## src/rtl/airi5c_float_rounder_pkg.sv

```systemverilog
// Shared definitions for the binary32 rounding/packing stage:
// rounding-mode codes, fflags bit positions, overflow result constants
// and the operand bundle carried between the rounder's internal stages.
package airi5c_float_rounder_pkg;

  localparam logic [2:0] FPU_RM_RNE = 3'b000;
  localparam logic [2:0] FPU_RM_RTZ = 3'b001;
  localparam logic [2:0] FPU_RM_RDN = 3'b010;
  localparam logic [2:0] FPU_RM_RUP = 3'b011;
  localparam logic [2:0] FPU_RM_RMM = 3'b100;

  localparam int FPU_FLAG_NV = 4;
  localparam int FPU_FLAG_DZ = 3;
  localparam int FPU_FLAG_OF = 2;
  localparam int FPU_FLAG_UF = 1;
  localparam int FPU_FLAG_NX = 0;

  // Magnitudes only; the sign is prepended by the packer.
  localparam logic [30:0] FPU_MAX_FINITE = 31'h7F7F_FFFF;
  localparam logic [30:0] FPU_INF        = 31'h7F80_0000;

  // Unrounded operand: exp is a signed, biased exponent.
  typedef struct packed {
    logic        sgn;
    logic [9:0]  exp;
    logic [23:0] man;
    logic        rnd;
    logic        stk;
  } rnd_op_t;

endpackage

```

## src/rtl/airi5c_rshifter.sv

```systemverilog
// Logical right shifter with sticky collection.
//   din    : value to shift
//   shamt  : shift distance (values >= DATA_W shift everything out)
//   dout   : din >> shamt
//   sticky : OR of every bit shifted out
module airi5c_rshifter #(
  parameter int DATA_W  = 26,
  parameter int SHIFT_W = 5
) (
  input  logic [DATA_W-1:0]  din,
  input  logic [SHIFT_W-1:0] shamt,
  output logic [DATA_W-1:0]  dout,
  output logic               sticky
);

  // Shift into a double-width window; the lower half holds the lost bits.
  logic [2*DATA_W-1:0] ext;

  assign ext    = {din, {DATA_W{1'b0}}} >> shamt;
  assign dout   = ext[2*DATA_W-1:DATA_W];
  assign sticky = |ext[DATA_W-1:0];

endmodule

```

## src/rtl/airi5c_float_rounder.sv

```systemverilog
// Rounding/packing stage behind the FPU add/sub unit (shareable by mul/div).
// Takes an unrounded sign/exponent/mantissa with round and sticky bits,
// denormalises tiny results, rounds per rm, detects overflow and packs a
// binary32 word with fflags {NV,DZ,OF,UF,NX}.
//
// Ports:
//   clk, reset         clock, synchronous active-high reset
//   kill               abort the running operation, clear outputs
//   load               start strobe; all inputs sampled on this edge
//   rm                 rounding mode (RNE/RTZ/RDN/RUP/RMM, others as RNE)
//   man_in, exp_in,    unrounded mantissa (bit 23 hidden), signed biased
//   sgn_in             exponent, sign
//   round_in,sticky_in guard and sticky bits below the mantissa LSB
//   iv_in              invalid-operation flag from the producing unit
//   final_in           operand already special; pack as-is
//   result, fflags     packed result and exception flags
//   ready              one-cycle pulse when result/fflags are valid
//   busy               operation in flight
//
// Build option: FPU_FLUSH_TO_ZERO_EN flushes every result with exp<=0 to a
// signed zero (raising UF|NX when anything non-zero was discarded).
module airi5c_float_rounder
  import airi5c_float_rounder_pkg::*;
(
  input  logic        clk,
  input  logic        reset,
  input  logic        kill,
  input  logic        load,
  input  logic [2:0]  rm,
  input  logic [23:0] man_in,
  input  logic [9:0]  exp_in,
  input  logic        sgn_in,
  input  logic        round_in,
  input  logic        sticky_in,
  input  logic        iv_in,
  input  logic        final_in,
  output logic [31:0] result,
  output logic [4:0]  fflags,
  output logic        ready,
  output logic        busy
);

  typedef enum logic [3:0] {
    S_IDLE   = 4'b0001,
    S_DENORM = 4'b0010,
    S_ROUND  = 4'b0100,
    S_PACK   = 4'b1000
  } state_t;

  state_t state_q, state_d;

  function automatic logic round_inc(input logic [2:0] mode, input logic sgn,
                                     input logic r, input logic s, input logic lsb);
    case (mode)
      FPU_RM_RTZ: round_inc = 1'b0;
      FPU_RM_RDN: round_inc = sgn & (r | s);
      FPU_RM_RUP: round_inc = !sgn & (r | s);
      FPU_RM_RMM: round_inc = r;
      default:    round_inc = r & (s | lsb);
    endcase
  endfunction

  function automatic logic ovf_to_inf(input logic [2:0] mode, input logic sgn);
    case (mode)
      FPU_RM_RTZ: ovf_to_inf = 1'b0;
      FPU_RM_RDN: ovf_to_inf = sgn;
      FPU_RM_RUP: ovf_to_inf = !sgn;
      default:    ovf_to_inf = 1'b1;
    endcase
  endfunction

  rnd_op_t     op_p0, op_p1, denorm_d;
  logic [2:0]  rm_p0;
  logic        iv_p0;
  logic        ftz_d, ftz_p1;
  logic        sgn_p2, nx_p2, of_p2;
  logic [7:0]  exp_p2;
  logic [23:0] man_p2;
  logic [31:0] result_q, pack_res;
  logic [4:0]  fflags_q, pack_flags;
  logic        ready_fin_q;

  always_comb begin
    state_d = state_q;
    case (state_q)
      S_DENORM: state_d = S_ROUND;
      S_ROUND:  state_d = S_PACK;
      S_PACK:   state_d = S_IDLE;
      default:  state_d = S_IDLE;
    endcase
    if (load) state_d = final_in ? S_IDLE : S_DENORM;
    if (kill) state_d = S_IDLE;
  end

  // ---- DENORM: bring exp<=0 results into the subnormal range ----
`ifdef FPU_FLUSH_TO_ZERO_EN
  always_comb begin
    denorm_d = op_p0;
    ftz_d    = 1'b0;
    if ($signed(op_p0.exp) <= 10'sd0) begin
      ftz_d        = |{op_p0.man, op_p0.rnd, op_p0.stk};
      denorm_d.exp = '0;
      denorm_d.man = '0;
      denorm_d.rnd = 1'b0;
      denorm_d.stk = 1'b0;
    end
  end
`else
  logic signed [10:0] shift_full;
  logic [4:0]         shamt;
  logic [25:0]        sh_out;
  logic               sh_sticky;

  // Sticky rides along at bit 0, so it stays in the sticky slot after any shift.
  assign shift_full = 11'sd1 - $signed({op_p0.exp[9], op_p0.exp});
  assign shamt      = (shift_full > 11'sd26) ? 5'd26 : shift_full[4:0];

  airi5c_rshifter #(.DATA_W(26), .SHIFT_W(5)) u_rshifter (
    .din    ({op_p0.man, op_p0.rnd, op_p0.stk}),
    .shamt  (shamt),
    .dout   (sh_out),
    .sticky (sh_sticky)
  );

  always_comb begin
    denorm_d = op_p0;
    ftz_d    = 1'b0;
    if ($signed(op_p0.exp) <= 10'sd0) begin
      denorm_d.exp = '0;
      denorm_d.man = sh_out[25:2];
      denorm_d.rnd = sh_out[1];
      denorm_d.stk = sh_out[0] | sh_sticky;
    end
  end
`endif

  // ---- ROUND: increment, renormalise on carry, detect overflow ----
  logic               inc;
  logic [24:0]        sum;
  logic signed [10:0] exp_base, exp_r;
  logic [23:0]        man_r;

  always_comb begin
    inc      = round_inc(rm_p0, op_p1.sgn, op_p1.rnd, op_p1.stk, op_p1.man[0]);
    sum      = {1'b0, op_p1.man} + {24'd0, inc};
    exp_base = $signed({op_p1.exp[9], op_p1.exp});
    exp_r    = exp_base;
    man_r    = sum[23:0];
    if (sum[24]) begin
      man_r = sum[24:1];
      exp_r = exp_base + 11'sd1;
    end else if ((op_p1.exp == 10'd0) && sum[23]) begin
      // A subnormal that rounded up into the normal range.
      exp_r = 11'sd1;
    end
  end

  // ---- PACK: assemble the binary32 word and the flags ----
  always_comb begin
    logic nx;
    nx = nx_p2 | of_p2;
    if (of_p2)
      pack_res = {sgn_p2, ovf_to_inf(rm_p0, sgn_p2) ? FPU_INF : FPU_MAX_FINITE};
    else if (man_p2 == 24'd0)
      pack_res = {sgn_p2, 31'd0};
    else
      pack_res = {sgn_p2, exp_p2, man_p2[22:0]};
    pack_flags              = '0;
    pack_flags[FPU_FLAG_NV] = iv_p0;
    pack_flags[FPU_FLAG_OF] = of_p2;
    pack_flags[FPU_FLAG_UF] = nx & (pack_res[30:23] == 8'd0);
    pack_flags[FPU_FLAG_NX] = nx;
  end

  always_ff @(posedge clk) begin
    if (reset) state_q <= S_IDLE;
    else       state_q <= state_d;
  end

  always_ff @(posedge clk) begin
    if (reset || kill) begin
      result_q    <= '0;
      fflags_q    <= '0;
      ready_fin_q <= 1'b0;
    end else begin
      ready_fin_q <= 1'b0;
      if (load && final_in) begin
        result_q    <= {sgn_in, exp_in[7:0], man_in[22:0]};
        fflags_q    <= {iv_in, 4'b0000};
        ready_fin_q <= 1'b1;
      end else if (state_q == S_PACK) begin
        result_q <= pack_res;
        fflags_q <= pack_flags;
      end
    end
  end

  always_ff @(posedge clk) begin
    if (load) begin
      op_p0 <= '{sgn: sgn_in, exp: exp_in, man: man_in, rnd: round_in, stk: sticky_in};
      rm_p0 <= rm;
      iv_p0 <= iv_in;
    end
    if (state_q == S_DENORM) begin
      op_p1  <= denorm_d;
      ftz_p1 <= ftz_d;
    end
    if (state_q == S_ROUND) begin
      sgn_p2 <= op_p1.sgn;
      exp_p2 <= exp_r[7:0];
      man_p2 <= man_r;
      nx_p2  <= op_p1.rnd | op_p1.stk | ftz_p1;
      of_p2  <= (exp_r >= 11'sd255);
    end
  end

  // In PACK the freshly packed word is shown directly; afterwards it is held.
  assign ready  = ready_fin_q | (state_q == S_PACK);
  assign busy   = (state_q != S_IDLE);
  assign result = (state_q == S_PACK) ? pack_res : result_q;
  assign fflags = (state_q == S_PACK) ? pack_flags : fflags_q;

endmodule

```

## config.mk

```make
export PLATFORM = sky130hd
export DESIGN_NAME = airi5c_float_rounder
export DESIGN_NICKNAME = d
export VERILOG_FILES = /design/src/rtl/airi5c_float_rounder_pkg.sv /design/src/rtl/airi5c_rshifter.sv /design/src/rtl/airi5c_float_rounder.sv
export SDC_FILE = /design/constraint.sdc
export NUM_CORES = 1
export LEC_CHECK = 0
export CAP_MARGIN = 20
export CORE_MARGIN = 3
export CORE_UTILIZATION = 58
export CTS_CLUSTER_DIAMETER = 80
export DETAILED_ROUTE_END_ITERATION = 12
export PLACE_DENSITY = 0.81
export SLEW_MARGIN = 15
export SYNTH_ARGS = -nofsm -noshare
export SYNTH_HDL_FRONTEND = slang
export SYNTH_HIERARCHICAL = 1
export SYNTH_SLANG_ARGS = --single-unit
export TNS_END_PERCENT = 100
```

## constraint.sdc

```tcl
create_clock -name clk -period 6.85 [get_ports clk]
set_clock_uncertainty 0.1 [all_clocks]
set_input_delay 1.0275 -clock clk [delete_from_list [all_inputs] [get_ports clk]]
set_output_delay 1.0275 -clock clk [all_outputs]
set_load 0.01 [all_outputs]
```

Word-level counts from Yosys, hierarchy flattened

Cells that the tools add are included.
Widths: inputs -> output; s select.

$mul: 0
Muxes and demuxes: 19
Shifts and indexed selects: 1
Div/mod/pow operators: 0
Bitwise logic cells: 9
Reductions and logical operators: 11
Magnitude comparators: 3
$add $sub $neg: 3
Equal/unequal tests: 8

Operator list:

| cell                  | number |
|---|---|
| $mux 32               | 2 |
| $mux 31               | 2 |
| $shr 52x5->52         | 1 |
| $mux 26               | 1 |
| $reduce_or 26->1      | 1 |
| $add 24x1->25         | 1 |
| $logic_not 24->1      | 1 |
| $mux 24               | 1 |
| $mux 23               | 1 |
| $mux 11               | 2 |
| $mux 5                | 3 |
| $add 10x2->11 const B | 1 |
| $ge 11x9->1 const B   | 1 |
| $gt 11x6->1 const B   | 1 |
| $sub 2x10->11 const A | 1 |
| $le 10x1->1 const B   | 1 |
| $logic_not 10->1      | 1 |
| $logic_not 8->1       | 1 |
| $pmux 4 s2            | 1 |
| $eq 3x2->1 const B    | 2 |
| $or 1x1->1            | 5 |
| $and 1x1->1           | 4 |
| $eq 4x2->1 const B    | 1 |
| $eq 4x3->1 const B    | 1 |
| 13 further kinds      | 17 |

Bits in writable memories: 0
Flip-flop bits (word level): 155
Memory bits (read-only): 0
Memories: 0
Latch bits: 0
Output and inout port bits: 39

Longest topological paths before layout

Gate-level depths: netlist of run 1.

Depth after elaboration: 9
Gate-level depth with buffers: 20
Depth with buffers taken out: 17

Modules after synthesis

The synthesis of run 1 kept the hierarchy.

By module, submodules not included:

| module               | cells each | instances | area an instance (um^2) |
|---|---|---|---|
| airi5c_float_rounder | 593        | 1         | 6998.0 |
| airi5c_rshifter      | 177        | 1         | 1473.9 |

Least setup slack after synthesis of run 1

OpenSTA, ideal clock, no wires.

Kind: register -> register
Start point: register state_q[0]
End point: register state_q[0]
Required time: 6.411 ns
Setup time: 0.339 ns
Cell stages (with the launch flop): 3
Arrival: 4.647 ns
Period minus slack after synthesis: 5.086 ns
Setup slack: 1.764 ns
Path through: dfxtp_1 > nor4b_1 > o311ai_0

Word-level cells in the longest chain between the ends: 3
Elaborated cells between the ends (all ways): 4
Those cells by class: 2 x eq/ne; 2 x mux

Ends and longest elaborated chain:

| element                                         | line                        | text |
|---|---|---|
| from (decl)                                     | airi5c_float_rounder.sv:50  | `state_t state_q, state_d;` |
| from (signal assigned)                          | airi5c_float_rounder.sv:177 | `else state_q <= state_d;` |
| $eq 4x3->1 / $eq 4x2->1 (equally long branches) | airi5c_float_rounder.sv:85  | `case (state_q)` |
| $pmux 4 s2 *                                    | airi5c_float_rounder.sv:85  |  |
| $mux 4 *                                        | airi5c_float_rounder.sv:91  | `if (load) state_d = final_in ? S_IDLE : S_DENORM;` |

Mark *: on every way between the ends. The rest lies on a longest branch, timed or not.
A chain may end at the register's enable or synchronous reset.

==> results of run 1 <==
logic make-up after synthesis:
logic type	Yosys count	synth area share, %
flip-flops	155	50.0
multiplexers	72	13.2
adder cells (fa/ha/maj)	6	0.886
AO/OA/AOI/OAI	154	12.9
buffers and inverters	66	3.29
XOR/XNOR	30	3.10
other	1	0.0443
AND/OR/NAND/NOR	286	16.6
cell type report:
cell class / instances / area, um2
Multi-Input combinational cell: 549 / 3980
Sequential cell: 155 / 4230
Fill cell: 995 / 4050
Clock buffer: 18 / 439
Timing Repair Buffer: 96 / 946
Clock inverter: 14 / 156
Tap cell: 180 / 225
Inverter: 17 / 63.8
where the power goes:
group	switching (uW)	internal (uW)
clock	398	554
combinational	181	159
sequential	39.2	1040
total	618	1750
state kept, by name, indices dropped and copies added, names as in the netlist:
| register | count |
|---|---|
| exp_base | 10 |
| man_p2 | 24 |
| result_q | 32 |
| ready_fin_q | 1 |
| op_p0 | 36 |
| iv_p0 | 1 |
| op_p1 | 27 |
| exp_p2 | 8 |
| denorm_d | 1 |
| of_p2 | 1 |
| sgn_p2 | 1 |
| state_q | 4 |
| nx_p2 | 1 |
| fflags_q | 5 |
| rm_p0 | 3 |
layer usage:
metal,track usage [%],vias to the layer above
li1,-,3051
met1,38.0,3270
met2,52.2,316
met3,6.15,52
met4,11.3,0
met5,0,-
synth_stat cells, drive strengths merged (3+ instances only):
master and count:
buf 12, clkbuf 37, mux4 22, nor3 13, ha 6, o21ai 21, a21oi 19, a211oi 14
nand2 92, edfxtp 113, nor2b 12, mux2i 15, and3b 3, o31ai 4, mux2 35, xor2 14
nor2 78, dfxtp 42, a31oi 27, and3 5, o21a 3, a22o 34, xnor2 16, nor4 10
nand2b 4, o22ai 6, and2 16, or2 3, nor4b 4, nand4 11, nand3 20, inv 15
o32ai 3
stage by stage:
stage          cells  hold slack [ns]  area (um2)
3_5_place_dp     996            0.308        9430
5_1_grt         1029            0.348       10000
4_1_cts         1028            0.339       10000
2_1_floorplan    770            0.300        8470
3_3_place_gp     996            0.314        9430
6_report        1029            0.337       10000
worst paths after layout:
path,startpoint,to,depth (start not counted)
worst max-delay path,op_p0[27],op_p1[0],17
worst min-delay path,denorm_d[36],op_p1[36],0
worst max register to register,op_p0[27],op_p1[0],17
worst min register to register,denorm_d[36],op_p1[36],0
==> flow_summary.json, run 1 <==
{
  "final_layout_size_suffix_gt1_share_pct": 13.8,
  "rsz0062_at_grt": "false",
  "required_ns": 6.91,
  "io_pins": 85,
  "crit_type": "reg2reg",
  "ys_types": 75,
  "relSlewSlack_pct": 35.3,
  "regToRegSetupSlack_ns": 0.85,
  "drv_slew": 0,
  "ctsHtreeMaxLevel": 4,
  "postSynthAreaPerCell_um2": 11.0,
  "syn_to_final_growth_pct": 18.6,
  "min_period_over_period_pct": 87.6,
  "cts_tree": "built",
  "syn_inst": 770,
  "cts_setup_buffers": 0,
  "antenna_found_initial": 0,
  "yosysTopAreaCell": "edfxtp_1",
  "die_w_um": 127,
  "ys_seq_elements": 155,
  "nNetsFinal": 888,
  "hold_viol": 0,
  "finalCriticalPeriod_ns": 6.00,
  "wl_um": 23900,
  "arrival_ns": 6.06,
  "tightest_slew_ns": 0.971,
  "grt_max_degree": 52,
  "ctsResizeCount": 0,
  "synth_edf_count": 113,
  "dp_slack_ns": 0.943,
  "setup_viol": 0,
  "mostFrequentLayoutCell": "edfxtp_1",
  "ys_seq_area_share_pct": 50.0,
  "first_iter_violations": 905,
  "die_y_um": 127,
  "die_area_um2": 16100,
  "wl_met3_um": 1630,
  "synthTopCellsByArea": "edfxtp_1 (40%), dfxtp_1 (9.9%), mux4_2 (5.1%)",
  "synthesis.area_um2": 8470,
  "syn_nets": 822,
  "setup_slack_ns": 0.853,
  "mostFrequentLayoutCells": "edfxtp_1 (113), nand2_1 (92), clkdlybuf4s50_1 (83), nor2_1 (77), dfxtp_1 (42)",
  "wl_met2_um": 12300,
  "hp-class": "reg2reg",
  "slowest_stage": "and3b_2",
  "critPathMaxFanout": 23,
  "yosys_warnings": 6,
  "wl_per_cell_um": 23.2,
  "grt_use_total_pct": 30.4,
  "powerDensity_nw_per_um2": 235,
  "gp_congestion": 0.906,
  "clockRootBuffer": "clkbuf_16",
  "grt_first_pass_wirelength_um": 37600,
  "fmax_mhz": 167,
  "coreArea_um2": 14100,
  "via_count": 6689,
  "clk_pin_slew_worst_paths_ns": 0.07,
  "drc": 0,
  "vias_per_cell": 6.50,
  "clock-sinks": 155,
  "io_buffer_count": 84,
  "crit_chain": "inv_1, ha_1, or3b_2, a211oi_1, a31oi_1, o41ai_1, and3b_2, buf_4, mux4_2, a22oi_1, nand4_1, a211oi_1, nand4_1, a222oi_1, o21ai_1, nor2_1, o21ai_0",
  "dp_hpwl_um": 16900,
  "wl_met1_um": 9250,
  "overflow": 0,
  "cts_buffer_depth": 2,
  "tns_ns": 0,
  "numCtsBuffers": 17,
  "async_reset_ff_share_pct": 0,
  "initial_utilization_pct": 60.1,
  "path_buf_inv": 2,
  "critPathMaxStageDelay_ns": 0.69,
  "clk_latency_ns": 0.43,
  "ir_drop_v": 0.000299,
  "start_kind": "flip-flop",
  "total_power_uw": 2370,
  "synth_top_area_share_pct": 40.1,
  "ant_nets": 0,
  "synth_flop_cell": "edfxtp_1",
  "maxCapViolations": 0,
  "final_util_pct": 71.3,
  "diodes": 0,
  "num_rows": 43,
  "dr.pass1.iters": 6,
  "grt_pass1_vias": 6742,
  "outcome": "finished clean",
  "hold_buffers": 0,
  "total_leakage_power_uw": 0.00361,
  "end_kind": "flip-flop",
  "routed.top_layer": "met4",
  "cp_top_family": "compound AO/OA/AOI/OAI gates"
}
No activity file was read; power rests on OpenSTA's default activity.
==> inputs of run 2 (changes only) <==
--- a/config.mk
+++ b/config.mk
@@ -10,7 +10,7 @@
 export CORE_UTILIZATION = 58
 export CTS_CLUSTER_DIAMETER = 80
 export DETAILED_ROUTE_END_ITERATION = 12
-export PLACE_DENSITY = 0.81
+export PLACE_DENSITY_LB_ADDON = 0.3
 export SLEW_MARGIN = 15
 export SYNTH_ARGS = -nofsm -noshare
 export SYNTH_HDL_FRONTEND = slang
==> flow_summary.json, run 2 (synthesis results as in run 1) <==
{
  "vias_per_cell": 6.56,
  "syn_to_final_growth_pct": 17.9,
  "switching_share_pct": 26.2,
  "critPathMaxFanout": 22,
  "clk_latency_ns": 0.43,
  "via_count": 6738,
  "fmax_mhz": 170,
  "p_seq_share_pct": 46.3,
  "io_buffer_count": 84,
  "holdCritStartpoint": "denorm_d[36]",
  "dp_hpwl_um": 16200,
  "r2r-start": "op_p0[27]",
  "wl_per_cell_um": 22.5,
  "fillers": 990,
  "mostFrequentLayoutCell": "edfxtp_1",
  "final_area_um2": 9990,
  "overflow": 0,
  "tightest_slew_ns": 1.03,
  "relSlewSlack_pct": 31.1,
  "maxCapViolations": 0,
  "arrival_ns": 5.94,
  "ctsHtreeMaxLevel": 4,
  "first_iter_violations": 784,
  "hold_buffers": 0,
  "clk_pin_slew_worst_paths_ns": 0.06,
  "reg_top3": "op_p0 x36, result_q x32, op_p1 x27",
  "final_layout_size_suffix_gt1_share_pct": 13.6,
  "cts_buffer_depth": 2,
  "antenna_found_initial": 0,
  "clockRootBuffer": "clkbuf_16",
  "rsz0062_at_grt": "false",
  "p_clk_share_pct": 39.2,
  "pwr-share-comb_pct": 14.5,
  "wl_um": 23100,
  "grt_first_pass_wirelength_um": 36400,
  "end_kind": "flip-flop",
  "dr.pass1.iters": 5,
  "die_area_um2": 16100,
  "largest_reg_flops": 36,
  "outcome": "finished clean",
  "holdWs_ns": 0.324,
  "ir_drop_v": 0.000198,
  "register_area_um2": 4230,
  "die_w_um": 127,
  "final_util_pct": 70.9,
  "ant_nets": 0,
  "reg2reg_depth": 16,
  "powerDensity_nw_per_um2": 232,
  "grt_max_degree": 52,
  "r2r-end": "op_p1[0]",
  "die_y_um": 127,
  "cts_setup_buffers": 0,
  "switchingPower_uw": 608,
  "regToRegSetupSlack_ns": 0.96,
  "crit_type": "reg2reg",
  "dpl_cell_area_um2": 9420,
  "tns_ns": 0,
  "hold_end": "op_p1[36]",
  "drv_slew": 0,
  "hp-class": "reg2reg",
  "diodes": 0,
  "nNetsFinal": 886,
  "setup_viol": 0,
  "finalCriticalPeriod_ns": 5.89,
  "start_kind": "flip-flop",
  "num_rows": 43,
  "initial_utilization_pct": 60.1,
  "grt_pass1_vias": 6685,
  "gp_congestion": 0.954,
  "min_period_over_period_pct": 85.9,
  "multi_input_area_um2": 3980,
  "coreArea_um2": 14100,
  "numCtsBuffers": 17,
  "cts_tree": "built",
  "hold_depth": 0,
  "total_leakage_power_uw": 0.00359,
  "crit_start": "op_p0[27]",
  "drc": 0,
  "largest-register": "op_p0",
  "cellInternalPower_uw": 1710,
  "hold_viol": 0,
  "io_pins": 85,
  "mostFrequentLayoutCells": "edfxtp_1 (113), nand2_1 (92), clkdlybuf4s50_1 (83), nor2_1 (77), dfxtp_1 (42)",
  "grt_use_total_pct": 29.3,
  "clock-sinks": 155,
  "required_ns": 6.91,
  "ctsResizeCount": 0
}
## run 2: cell count changes in the layout (fill, tap and decap cells not counted), sizes merged
cell      before  now
clkinvlp       3    2
buf           13   11
inv           23   21
clkinv         3    4
bufinv         2    0
clkbuf        18   22
## run 2: area by class of cell
cell class	instances	area share, %
clock buffer	22	4.96
clock inverter	10	0.764
inverter	17	0.639
multi-input combinational	549	39.9
sequential	155	42.4
tap	180	2.25
timing repair buffer	94	9.14
## run 2: metrics by stage
stage / worst slack, ns / power (uW) / cells
after global routing: 0.615 / 2380 / 1027
after detailed placement: 1.01 / 1420 / 995
after floorplan: 1.76 / 1300 / 770
after CTS: 0.967 / 2320 / 1027
after global placement: 1.25 / 1420 / 995
final: 0.964 / 2320 / 1027
## run 2: power by group through the flow
stage	Sequential [uW]	Clock, uW	Combinational (uW)
final	1070	908	336
after global routing	1080	947	357
after CTS	1070	913	329
after detailed placement	1090	0	326
after global placement	1090	0	325
after floorplan	1070	0	227
## run 2: how the worst max path moves through the flow
| stage | cells past startpoint | to |
|---|---|---|
| finish | 16 | op_p1[0] |
| global placement | 16 | op_p1[0] |
| global route | 16 | op_p1[0] |
| floorplan | 2 | state_q[0] |
| CTS | 16 | op_p1[0] |
| detailed placement | 16 | op_p1[0] |
## run 2: worst max-delay path: stages (launching register included)
cell      delay (ns)
edfxtp_1        0.45
inv_1           0.13
ha_1            0.22
or3b_2          0.48
a211oi_1        0.25
a31oi_1         0.09
o41ai_1         0.59
and3b_2         0.77
mux4_1          0.65
mux2_2          0.31
or4_4           0.55
nor3b_2         0.17
nand4_1         0.15
a222oi_1        0.36
o21ai_1         0.11
nor2_1          0.11
o21ai_0         0.09
## run 2: layer usage
layer / global-route usage (%) / routed length, um
met1: 36.7 / 9190
met4: 13.6 / 861
met2: 48.2 / 11300
met3: 7.24 / 1670
met5: 0 / 0
